File: src/rtl/incr_pkg.sv
// Shared definitions for the 4-bit incrementer stage and its downstream
// packer: nibble width/type and the default packing geometry.
package incr_pkg;

    // Width of one incrementer result.
    localparam int NIB_W = 4;

    typedef logic [NIB_W-1:0] nib_t;

    // Default geometry shared by the incrementer stage and the packer.
    localparam int NIBBLES_DEF = 4;
    localparam int DEPTH_DEF   = 2;
    localparam int CNT_W_DEF   = 8;

    // Width of a packed word holding n nibbles.
    function automatic int word_width(input int n);
        return NIB_W * n;
    endfunction

endpackage

File: src/rtl/incr_pack_fifo.sv
// Small synchronous FIFO for completed words. It owns the storage, the
// read/write pointers and the occupancy count.
//
// Handshake: the output side is strict valid/ready. A word transfers on every
// rising edge where pop_valid_o and pop_ready_i are both high; pop_valid_o
// never depends combinationally on pop_ready_i, and the head stays stable
// while pop_valid_o is high and pop_ready_i is low.
// The input side has no backpressure. push_i is a request, and push_ok_o says
// in the same cycle whether the word is taken (not full, or full with a
// concurrent pop freeing the head slot).
module incr_pack_fifo #(
    parameter int WIDTH = 16,
    parameter int DEPTH = 2
) (
    input  logic                     clk_i,
    input  logic                     rst_ni,
    input  logic                     push_i,
    input  logic [WIDTH-1:0]         push_data_i,
    output logic                     push_ok_o,
    output logic                     pop_valid_o,
    output logic [WIDTH-1:0]         pop_data_o,
    input  logic                     pop_ready_i,
    output logic [$clog2(DEPTH):0]   fill_o
);

    localparam int PTR_W  = $clog2(DEPTH);
    localparam int FILL_W = PTR_W + 1;

    logic [WIDTH-1:0]  mem_q [DEPTH];
    logic [PTR_W-1:0]  wr_ptr_q;
    logic [PTR_W-1:0]  rd_ptr_q;
    logic [FILL_W-1:0] fill_q;

    logic empty;
    logic full;
    logic pop;
    logic push_ok;

    // Full/empty come from the occupancy count; pointers just wrap.
    always_comb begin
        empty   = (fill_q == '0);
        full    = (fill_q == FILL_W'(DEPTH));
        pop     = ~empty & pop_ready_i;
        // When full, the write slot equals the head slot being popped, so the
        // head word is read out before the new word overwrites it.
        push_ok = push_i & (~full | pop);
    end

    // Storage write; contents are cleared on reset so the head reads 0.
    always_ff @(posedge clk_i or negedge rst_ni) begin
        if (!rst_ni) begin
            for (int i = 0; i < DEPTH; i++) begin
                mem_q[i] <= '0;
            end
        end else if (push_ok) begin
            mem_q[wr_ptr_q] <= push_data_i;
        end
    end

    // Write pointer advances on every accepted push.
    always_ff @(posedge clk_i or negedge rst_ni) begin
        if (!rst_ni) begin
            wr_ptr_q <= '0;
        end else if (push_ok) begin
            wr_ptr_q <= wr_ptr_q + PTR_W'(1);
        end
    end

    // Read pointer advances on every pop.
    always_ff @(posedge clk_i or negedge rst_ni) begin
        if (!rst_ni) begin
            rd_ptr_q <= '0;
        end else if (pop) begin
            rd_ptr_q <= rd_ptr_q + PTR_W'(1);
        end
    end

    // Occupancy: push alone grows, pop alone shrinks, both together hold.
    always_ff @(posedge clk_i or negedge rst_ni) begin
        if (!rst_ni) begin
            fill_q <= '0;
        end else begin
            case ({push_ok, pop})
                2'b10:   fill_q <= fill_q + FILL_W'(1);
                2'b01:   fill_q <= fill_q - FILL_W'(1);
                default: fill_q <= fill_q;
            endcase
        end
    end

    // Head word is forced to 0 while empty so it is clean after reset.
    always_comb begin
        push_ok_o   = push_ok;
        pop_valid_o = ~empty;
        pop_data_o  = empty ? '0 : mem_q[rd_ptr_q];
        fill_o      = fill_q;
    end

endmodule

File: src/rtl/incr_pack.sv
// Packs consecutive incrementer results into NIBBLES-wide words, first nibble
// in the least significant position, and hands finished words to a small
// output FIFO. Words that finish while the FIFO cannot take them are dropped
// and counted in a saturating counter.
module incr_pack
    import incr_pkg::*;
#(
    parameter int NIBBLES = NIBBLES_DEF,
    parameter int DEPTH   = DEPTH_DEF,
    parameter int CNT_W   = CNT_W_DEF
) (
    input  logic                          clk_i,
    input  logic                          rst_ni,
    input  logic                          nib_valid_i,
    input  nib_t                          nib_i,
    input  logic                          flush_i,
    output logic                          word_valid_o,
    output logic [NIB_W*NIBBLES-1:0]      word_o,
    input  logic                          word_ready_i,
    output logic [$clog2(DEPTH):0]        fill_o,
    output logic [CNT_W-1:0]              drop_cnt_o
);

    localparam int IDX_W  = $clog2(NIBBLES);
    localparam int WORD_W = word_width(NIBBLES);
    localparam int PART_N = NIBBLES - 1;
    localparam logic [IDX_W-1:0] LAST_IDX = IDX_W'(NIBBLES - 1);
    localparam logic [CNT_W-1:0] CNT_MAX  = {CNT_W{1'b1}};

    logic [IDX_W-1:0]  idx_q;
    // Only the first NIBBLES-1 nibbles need storage; the last one goes
    // straight from nib_i into the pushed word.
    nib_t              asm_q [PART_N];
    logic [CNT_W-1:0]  drop_q;

    logic              accept;
    logic              complete;
    logic [WORD_W-1:0] push_word;
    logic              push_ok;

    // Flush wins over a nibble presented in the same cycle.
    always_comb begin
        accept   = nib_valid_i & ~flush_i;
        complete = accept & (idx_q == LAST_IDX);
    end

    // Nibble index: step on each accepted nibble, wrap after the last slot.
    always_ff @(posedge clk_i or negedge rst_ni) begin
        if (!rst_ni) begin
            idx_q <= '0;
        end else if (flush_i) begin
            idx_q <= '0;
        end else if (accept) begin
            idx_q <= complete ? '0 : idx_q + IDX_W'(1);
        end
    end

    // Assembly register: store each non-final nibble in its slot.
    always_ff @(posedge clk_i or negedge rst_ni) begin
        if (!rst_ni) begin
            for (int i = 0; i < PART_N; i++) begin
                asm_q[i] <= '0;
            end
        end else if (flush_i) begin
            for (int i = 0; i < PART_N; i++) begin
                asm_q[i] <= '0;
            end
        end else if (accept && !complete) begin
            for (int i = 0; i < PART_N; i++) begin
                if (idx_q == IDX_W'(i)) begin
                    asm_q[i] <= nib_i;
                end
            end
        end
    end

    // Completed word: stored nibbles below, the live final nibble on top.
    always_comb begin
        push_word = '0;
        for (int i = 0; i < PART_N; i++) begin
            push_word[i*NIB_W +: NIB_W] = asm_q[i];
        end
        push_word[WORD_W-1 -: NIB_W] = nib_i;
    end

    // Drop counter: a completed word the FIFO refused, saturating at max.
    always_ff @(posedge clk_i or negedge rst_ni) begin
        if (!rst_ni) begin
            drop_q <= '0;
        end else if (complete && !push_ok && (drop_q != CNT_MAX)) begin
            drop_q <= drop_q + CNT_W'(1);
        end
    end

    assign drop_cnt_o = drop_q;

    incr_pack_fifo #(
        .WIDTH (WORD_W),
        .DEPTH (DEPTH)
    ) u_fifo (
        .clk_i       (clk_i),
        .rst_ni      (rst_ni),
        .push_i      (complete),
        .push_data_i (push_word),
        .push_ok_o   (push_ok),
        .pop_valid_o (word_valid_o),
        .pop_data_o  (word_o),
        .pop_ready_i (word_ready_i),
        .fill_o      (fill_o)
    );

endmodule
File: config.mk
export PLATFORM = sky130hd
export DESIGN_NAME = incr_pack
export DESIGN_NICKNAME = d
export VERILOG_FILES = /design/src/rtl/incr_pkg.sv /design/src/rtl/incr_pack_fifo.sv /design/src/rtl/incr_pack.sv
export SDC_FILE = /design/constraint.sdc
export NUM_CORES = 1
export LEC_CHECK = 0
export CAP_MARGIN = 20
export CORE_MARGIN = 1
export CORE_UTILIZATION = 35
export DETAILED_ROUTE_END_ITERATION = 16
export GPL_ROUTABILITY_DRIVEN = 1
export PLACE_DENSITY = 0.58
export RECOVER_POWER = 25
export REMOVE_ABC_BUFFERS = 1
export SETUP_SLACK_MARGIN = 0.02
export SLEW_MARGIN = 20
export SYNTH_ARGS = -nofsm -noshare
export SYNTH_HDL_FRONTEND = slang
export SYNTH_SLANG_ARGS = --single-unit
File: constraint.sdc
create_clock -name clk_i -period 3.5 [get_ports clk_i]
set_input_delay 0.525 -clock clk_i [delete_from_list [all_inputs] [get_ports clk_i]]
set_output_delay 0.525 -clock clk_i [all_outputs]
set_load 0.05 [all_outputs]
### After elaboration in Yosys (flattened, before gate mapping)

Index checks and enable logic that the tools add are counted.

* flip-flop bits (word level): 58
* latch bits: 0
* RAM bits: 0
* ROM bits: 0
* bits of input ports: 9
* output and inout port bits: 27
* memories: 0

* $add $sub $neg: 6
* multipliers: 0
* divide/modulo/power cells: 0
* $lt $le $gt $ge: 3
* eq/ne operators: 7
* shift-type cells: 0
* multiplexer cells: 16
* bitwise operators: 10
* reduce and logical (&&, ||, !) cells: 17

Operators by type and width (count)
* two-way mux 16 bit: 5
* bitwise mux 32 bit: 1
* two-way mux 12 bit: 2
* demux 16 bit (select 1 bit): 1
* two-way mux 4 bit: 3
* nonzero test 2 bit: 6
* adder 8 x 1 -> 8 bit (second input constant): 1
* equality test 2 bit (second input constant): 4
* inequality test 8 bit (second input constant): 1
* two-way mux 2 bit: 3
* AND reduction 2 bit: 3
* adder 2 x 1 -> 2 bit (second input constant): 2
* AND 1 bit: 4
* equality test 2 x 1 -> 1 bit (second input constant): 2
* >= comparator 2 bit (second input constant): 2
* logical AND 1 bit: 4
* logical NOT 2 bit: 2
* inverter 1 -> 2 bit: 2
* one-hot mux 2 bit (2 select lines): 1
* inverter 1 bit: 3
* adder 1 bit (second input constant): 2
* logical NOT 1 bit: 2
* < comparator 2 x 1 -> 1 bit (second input constant): 1
* subtractor 2 x 1 -> 2 bit (second input constant): 1
* OR 1 bit: 1

### Logic depth before layout (Yosys ltp)

Gate-level depths: netlist of the first run.

* word-level depth: 8
* mapped depth: 7
* mapped depth without buffers: 7

### Hierarchy

Synthesis of the first run repeated with hierarchy kept, for this count alone.

* cells, all modules: 217
* area, all modules: 2736.4 µm²

By module, submodules not included
* incr_pack_fifo: times used 1, cells an instance 126, area an instance 1671.6 µm², sequential area each 900.9 µm²
* incr_pack: times used 1, cells an instance 91, area an instance 1064.8 µm², sequential area each 550.5 µm²

### Worst setup path before layout of the first run

OpenSTA, ideal clock, no wires.

* path kind: register to output
* from: register u_fifo.fill_q[0], in the netlist u_fifo.fill_o[0]
* to: output word_o[10]
* arrival time: 1845 ps
* data required time: 2975 ps
* slack: 1130 ps
* stages on the path, launching flop included: 4
* buffers on the path: 1
* path through: dfrtp_1 > nor2_1 > clkbuf_1 > nor2_1

* cells in the longest elaborated chain, start to end: 2

Ends and longest elaborated chain
* start: declaration: line incr_pack_fifo.sv:32 `logic [FILL_W-1:0] fill_q;`
* start signal: assignment: line incr_pack_fifo.sv:84 `2'b10: fill_q <= fill_q + FILL_W'(1);`
* start signal: assignment: line incr_pack_fifo.sv:85 `2'b01: fill_q <= fill_q - FILL_W'(1);`
* start signal: assignment: line incr_pack_fifo.sv:86 `default: fill_q <= fill_q;`
* logical NOT 2 bit: line incr_pack_fifo.sv:41 `empty = (fill_q == '0);`
* two-way mux 16 bit: line incr_pack_fifo.sv:95 `pop_data_o = empty ? '0 : mem_q[rd_ptr_q];`
* end: declaration: line incr_pack.sv:18 `output logic [NIB_W*NIBBLES-1:0] word_o,`

No other way between the ends.

### Final worst setup path of the first run

* from: register u_fifo.rd_ptr_q
* to: output word_o[1]

* cells in the longest elaborated chain, start to end: 5

Ends and longest elaborated chain
* start: declaration: line incr_pack_fifo.sv:31 `logic [PTR_W-1:0] rd_ptr_q;`
* start signal: assignment: line incr_pack_fifo.sv:74 `rd_ptr_q <= rd_ptr_q + PTR_W'(1);`
* inverter 1 -> 2 bit (not written as such): line incr_pack_fifo.sv:95
* two-way mux 16 bit (not written as such) (3 in a row): line incr_pack_fifo.sv:95
* two-way mux 16 bit: line incr_pack_fifo.sv:95

No other way between the ends. The select of a mux whose other input is x is not followed.

==> results of run 1 <==
registers in the layout, summed over array words and instances (netlist names):
signal and flops:
u_fifo.wr_ptr_q 1, asm_q 12, u_fifo.fill_o 2, idx_q 2
u_fifo.mem_q 32, u_fifo.rd_ptr_q 1, drop_cnt_o 8
worst min path at each step:
stage                                      endpoint  depth (start not counted)
final                     drop_cnt_o[7]$_DFFE_PN0P_                          1
after global routing      drop_cnt_o[7]$_DFFE_PN0P_                          1
after CTS                 drop_cnt_o[7]$_DFFE_PN0P_                          1
after detailed placement  drop_cnt_o[7]$_DFFE_PN0P_                          1
after global placement    drop_cnt_o[7]$_DFFE_PN0P_                          1
after floorplan                asm_q[0]$_DFFE_PN0P_                          0
report_power, final:
group          internal (uW)  switching (uW)
Combinational            168             265
Clock                    326             263
Sequential               716            59.6
metrics by stage:
| step | instances | worst slack (ps) |
|---|---|---|
| after floorplan | 211 | 1210 |
| after global placement | 351 | 960 |
| after detailed placement | 351 | 973 |
| after CTS | 367 | 587 |
| after global routing | 367 | 552 |
| final | 367 | 648 |
synthesized netlist by cell type, drive strengths merged, types with 2 or more instances:
cell type and instances:
buf 4, nand2 5, xnor2 4, mux2 38
nor2 32, clkbuf 5, ha 6, xor2 2
nand3b 4, nor3b 2, inv 7, nand3 2
o21ai 4, nand4 3, nor3 3, dfrtp 58
mux2i 29
metal layers:
metal  global-route usage [%]  wire, um  up-vias
met2                     20.7      2420       33
met3                     2.62       169       13
met1                     20.0      2670      854
li1                         -         -      863
met5                        0         0        -
met4                     9.54       156        0
cell families after synthesis:
logic type | after synthesis | share of synthesized area, %
AO/OA/AOI/OAI | 7 | 1.57
XOR/XNOR | 6 | 1.94
adder cells (fa/ha/maj) | 6 | 2.77
buffers and inverters | 16 | 2.40
flip-flops | 58 | 53.5
multiplexers | 67 | 26.6
AND/OR/NAND/NOR | 60 | 11.2
critical path, delay by kind of cell, from the launching register on:
| kind | cells | cell delay [ps] |
|---|---|---|
| flip-flops | 1 | 580 |
| multiplexers | 1 | 120 |
| AND/OR/NAND/NOR | 1 | 140 |
| buffers and inverters | 2 | 1150 |
cell type report:
type / instances / area [um^2]
repair buffers: 41 / 387
clock buffers: 11 / 131
multi-input cells: 146 / 1200
clock inverters: 5 / 55.1
well taps: 99 / 124
flip-flops and latches: 58 / 1450
fillers: 691 / 4000
inverters: 7 / 26.3
==> results.txt, run 1 <==
The run finished with clean final reports. On the critical path, the stage with the largest delay is an instance of sky130_fd_sc_hd__clkdlybuf4s50_1. Tracing the worst setup path back leads to its startpoint at u_fifo.rd_ptr_q$_DFFE_PN0P_. The via count of the first global-routing pass was 1732. After layout, the worst path uses 81.5% of the clock period. The worst setup skew after layout is 8.85 ps. Ranked by total cell area, the synthesized netlist is headed by sky130_fd_sc_hd__dfrtp_1 54%, sky130_fd_sc_hd__mux2_2 15%, sky130_fd_sc_hd__mux2i_1 11%. The largest fanout of any net on the critical path came out at 11. The horizontal die dimension came out at 90.0 um. In the global route stage, overall resource usage came out at 14.5%.

For this design the static power due to leakage is 0.00165 uW. The estimated wirelength of the detail-placed design is 3.67 mm. In this run the number of H-tree levels came out at 3. The count of buffers added by post-CTS timing repair for setup is 0. The achievable clock frequency is 351 MHz. The synthesized design spends more area on one cell type than any other, namely sky130_fd_sc_hd__dfrtp_1.

The clock transition at the registers of the reported paths came out at 70 ps. The effective utilization at floorplan came out at 36.8%. The share of cells above drive strength 1 came out at 22.0%. The total DRC errors in the routed layout is 0.

The power consumption is 1800 uW. The worst max-slew margin expressed relative to the limit is 30.5%. The via count of the routed design came out at 1763.

The library cell used as clock root buffer is sky130_fd_sc_hd__clkbuf_8. Leaving out fill and tap cells, the most frequent cell in the layout is sky130_fd_sc_hd__dfrtp_1. The critical path goes through buf_4 -> mux2i_1 -> nor2_1 -> clkdlybuf4s50_1. For the worst setup path, the data arrival time is 2330 ps. The number of cell rows came out at 31. The number of synthesis warnings came out at 0. The clock drives 58 sinks. The largest stage delay on the critical path is 830 ps. After detailed routing, the total wire length is 5.41 mm. At the pin with the least slew margin, the transition time is 1040 ps. The height of the chip is 90.0 um. The top flip-flop cell by instance count after synthesis is sky130_fd_sc_hd__dfrtp_1. The longest clock path from root to sink contains 2 buffers. Sequential elements use 53.5% of the synthesized area. The worst reg2reg path endpoint is drop_cnt_o[6]$_DFFE_PN0P_. The post-synthesis instance total came out at 220. The utilization of the core after routing is 45.7%. The hold violation total from the final report is 0. A synthesized cell averages 12.3 um^2. The antenna violation net count after detailed routing is 0.

Setup slack on the worst reg-to-reg path comes out at 1540 ps. The remaining global-route overflow came out at 0. The maximum resistive drop on vdd came out at 0.203 mV. The finished cells cover 0.00337 mm^2. The final count of pins violating max slew came out at 0. The initial antenna violation count is 0. The post-placement cell area is 0.00319 mm^2. The setup violation total in the final timing report came out at 0. The ratio of total power to cell area came out at 533 mW/mm^2.

The count of pins on the block boundary is 36. For the worst setup path, the data required time is 2970 ps. The synthesized area came out at 0.00271 mm^2. The final setup TNS is 0 ps. The count of flip-flops with a built-in enable after synthesis came out at 0. The fraction of registers with async set or reset after synthesis came out at 100%. The worst setup path is of the flip-flop to output port kind.

The starting DRC count in detailed routing came out at 52. The number of gates resized after cts came out at 0. The largest net degree at the start of global routing came out at 43.

The number of hold buffers added after CTS is 0. The relative area change from synthesis to final layout is 24.3%. In the layout the commonest cells are 58 x sky130_fd_sc_hd__dfrtp_1, 36 x sky130_fd_sc_hd__mux2_2, 34 x sky130_fd_sc_hd__clkdlybuf4s50_1.

The routed via count divided by cell count is 4.80. The number of distinct library cells after synthesis came out at 32. On the final layout, the worst hold slack is 307 ps. The category of the worst setup path launch point is a flip-flop. The number of max-cap violations is 0.

The source-to-sink clock delay at the later pin of the worst-skew pair came out at 330 ps. The worst register-to-register path has a depth of 3. The global-route wire length before repair came out at 8.91 mm. The first detailed-routing pass ran for 4 iterations. Setup repair after global routing left no endpoint under its margin. The number of diodes added for antenna fixing is 0. The post-layout net count came out at 278. The area enclosed by the die boundary came out at 0.00811 mm^2. TritonCTS built the clock tree. The worst hold path belongs to the class primary input to asynchronous set/reset pin. The total of buffers placed on input and output ports is 35. The number of buffers added by the clock tree synthesis step came out at 9. The worst setup path is captured at an output port. The weighted congestion at the end of routability-driven global placement is 0.759.

The time the worst path needs with I/O delays and setup came out at 2850 ps. In this run the critical register-to-register path is launched from u_fifo.fill_o[0]$_DFFE_PN0P_. The most critical setup path has its endpoint at word_o[1]. Summed over its instances, the top area cell type makes up 53.5% of the synthesized netlist area. The flop and latch count out of synthesis is 58.

The mean routed wirelength per cell is 14.7 um. The region available for standard cell placement spans 0.00737 mm^2.
(Power assumes the default switching activity.)
==> run 2: changes to the inputs <==
==> constraint.sdc (replaced) <==
create_clock -name clk_i -period 2.7 [get_ports clk_i]
set_input_delay 0.405 -clock clk_i [delete_from_list [all_inputs] [get_ports clk_i]]
set_output_delay 0.405 -clock clk_i [all_outputs]
set_load 0.05 [all_outputs]
==> run 2 against run 1 <==
Against the previous run:
- first-iteration DRC count grew 63%
- clock power grew 11%
- worst setup slack lost 94 ps
- power grew 23%
- core utilization shrank 0.93 points
- flip-flop and latch count is the same
- non-clock buffer count is the same
- wire length shrank 1.4%
- global-route usage grew 0.37 points
- cell area shrank 2.0%
- clock skew shrank 0.64 ps
- cell count shrank 0.27%
- largest power group unchanged
==> results.txt, run 2 (synthesis gave the netlist of run 1 again) <==
The run finished with clean final reports. Setup repair after global routing left no endpoint under its margin. The largest register by flop count is u_fifo.mem_q. The final setup TNS is 0 ps (unchanged). The remaining global-route overflow is 0 (unchanged). The number of buffers on the longest clock path came out at 2 (unchanged). The tree is rooted in a sky130_fd_sc_hd__clkbuf_8. The via count of the routed design came out at 1753 (-0.57%).

The largest fanout of any net on the critical path came out at 14 (+3). Walking the worst path, the cells encountered are nor2_1 -> buf_4 -> nor2_1 -> buf_4. The flip-flop count of the largest register, all copies and words added came out at 32 (unchanged). The global-route wire length before repair came to 9.25 mm (+3.8%). The count of buffers added by post-CTS timing repair for setup came out at 0 (unchanged).

The setup violation total in the final timing report came out at 0 (unchanged). The total DRC errors in the routed layout is 0 (unchanged). The final cell area excluding filler cells is 0.00330 mm^2 (-2.0%). In the layout the commonest cells are 58 x sky130_fd_sc_hd__dfrtp_1, 36 x sky130_fd_sc_hd__mux2_2, 32 x sky130_fd_sc_hd__nor2_1.

The maximum resistive drop on vdd is 0.211 mV (+4.1%). The transition time at the pin with the least slew margin came out at 1430 ps (+385 ps). Dividing the final minimum period by the clock period gives 79.5%. The antenna violation net count after detailed routing was 0 (unchanged). The time the worst path needs with I/O delays and setup is 2150 ps. The number of cell rows came to 31 (unchanged).

The static power due to leakage came out at 0.00167 uW (+1.6%). The routed via count divided by cell count is 4.79 (-0.30%). STA classifies the critical path startpoint as a flip-flop. The footprint of the flip-flops and latches came out at 0.00145 mm^2 (unchanged). The largest stage delay on the critical path came out at 450 ps (-380 ps).

Compared with the post-synthesis result, the final layout area differs by 21.7%. The weighted congestion at the end of routability-driven global placement came out at 0.795 (+4.7%). The number of max-cap violations is 0 (unchanged). The largest net degree at the start of global routing came out at 59 (+37%). The total core area came out at 0.00737 mm^2 (unchanged).

The ratio of total power to cell area is 669 mW/mm^2 (+25%). The number of iterations in the first detailed-routing pass is 4 (unchanged). The count of pins on the block boundary came out at 36 (unchanged). The worst hold path belongs to the class primary input to asynchronous set/reset pin.

The worst endpoint data arrival time is 1740 ps (-590 ps). The estimated wirelength of the detail-placed design came to 3.49 mm (-4.9%). TritonCTS built the clock tree. The number of diodes added for antenna fixing is 0 (unchanged). The total routing resource utilization after global routing came out at 14.9% (+0.37 points). The achievable clock frequency is 466 MHz.

The source-to-sink clock delay at the later pin of the worst-skew pair was 330 ps (about the same). The wire length reported by the detailed router came out at 5.33 mm (-1.4%). The buffer and inverter count on the worst path is 2 (unchanged). The worst setup path is of the flip-flop to output port kind. The total of buffers placed on input and output ports is 35 (unchanged).

The library cell used most frequently in the layout, excluding fill and tap cells, is sky130_fd_sc_hd__dfrtp_1. The family with the most delay on the worst path is buffers and inverters. The share of cells above drive strength 1 came out at 29.2% (+7.2 points). The post-placement cell area is 0.00315 mm^2 (-1.3%). The mean routed wirelength per cell came out at 14.6 um (-1.2%). STA classifies the critical path endpoint as an output port. Among all stages on the critical path, the largest delay is contributed by sky130_fd_sc_hd__dfrtp_1.

The area enclosed by the die boundary is 0.00811 mm^2 (unchanged). The via count of the first global-routing pass came out at 1850 (+6.8%). The worst setup skew after layout came out at 8.21 ps (-0.638 ps).

The post-layout net count came to 278 (unchanged). The height of the chip is 90.0 um (unchanged). The horizontal die dimension is 90.0 um (unchanged). The number of H-tree levels is 3 (unchanged).

The initial antenna violation count came out at 0 (unchanged). The effective utilization at floorplan was 36.8% (unchanged). The worst path required time was 2300 ps (-670 ps).

The area of the multi-input gates was 0.00120 mm^2 (unchanged). The starting DRC count in detailed routing is 85 (+63%). The count of clock tree sinks is 58 (unchanged). The number of hold buffers added after CTS is 0 (unchanged). The final count of pins violating max slew is 0 (unchanged). The number of buffers added by the clock tree synthesis step was 9 (unchanged).

The number of fill cells in the layout came out at 705 (+2.0%). The worst max-slew margin expressed relative to the limit came to 4.83% (-26 points). The number of gates resized after cts is 0 (unchanged). The clock transition at the registers of the reported paths came out at 60 ps (about the same).

The hold violation total from the final report came to 0 (unchanged).
-- run 2: cell types whose count changed in the layout (fill, tap and decap cells not counted), sizes merged --
| cell | previous run | this run |
|---|---|---|
| buf | 5 | 23 |
| clkdlybuf4s50 | 34 | 17 |
| clkbuf | 13 | 10 |
| clkinv | 2 | 4 |
| bufinv | 1 | 0 |
-- run 2: routing by layer --
| metal | part of all wire [%] | wire length (um) | GRT usage [%] |
|---|---|---|---|
| met2 | 47 | 2480 | 22.4 |
| met3 | 2.1 | 114 | 2.37 |
| met5 | 0 | 0 | 0 |
| met4 | 3.2 | 172 | 10.3 |
| met1 | 48 | 2560 | 19.6 |
-- run 2: where the power goes --
group | switching [uW] | total, uW | internal, uW
registers | 76.5 | 1000 | 928
logic | 338 | 548 | 210
clock network | 336 | 656 | 320
-- run 2: cell type report --
type | instances | share of cell area (%)
Clock buffer | 9 | 3.75
Clock inverter | 6 | 1.06
Inverter | 7 | 0.796
Multi-Input combinational cell | 146 | 36.2
Sequential cell | 58 | 44.0
Tap cell | 99 | 3.75
Timing Repair Buffer | 41 | 10.5
-- run 2: worst reg2reg max path, delay by kind of cell (launching register included) --
kind	cells	cell delay, ps
muxes	1	300
and+or+nand+nor	2	1110
DFF	1	450
-- run 2: per-stage QoR --
stage          hold WS, ps  utilization, %  total power (uW)  cells  setup WS, ps
6_report               486            44.8              2210    366           554
5_1_grt                517            44.8              2330    366           411
3_5_place_dp           494            42.7              1580    351           379
2_1_floorplan          109               -              1370    211           528
4_1_cts                242            44.8              2250    366           486
3_3_place_gp           489            42.7              1580    351           384
-- run 2: final timing paths --
| kind | start | endpoint | slack, ps | cells after the start |
|---|---|---|---|---|
| max reg2reg | u_fifo.fill_o[0]$_DFFE_PN0P_ | drop_cnt_o[6]$_DFFE_PN0P_ | 730 | 3 |
| min in group clk_i | u_fifo.mem_q[6]$_DFFE_PN0P_ | u_fifo.mem_q[6]$_DFFE_PN0P_ | 510 | 1 |
| max | u_fifo.fill_o[0]$_DFFE_PN0P_ | word_o[5] | 550 | 4 |
| min reg2reg | u_fifo.mem_q[6]$_DFFE_PN0P_ | u_fifo.mem_q[6]$_DFFE_PN0P_ | 510 | 1 |
| min | rst_ni | drop_cnt_o[7]$_DFFE_PN0P_ | 490 | 2 |
| max in group asynchronous | rst_ni | u_fifo.mem_q[3]$_DFFE_PN0P_ | 1340 | 2 |
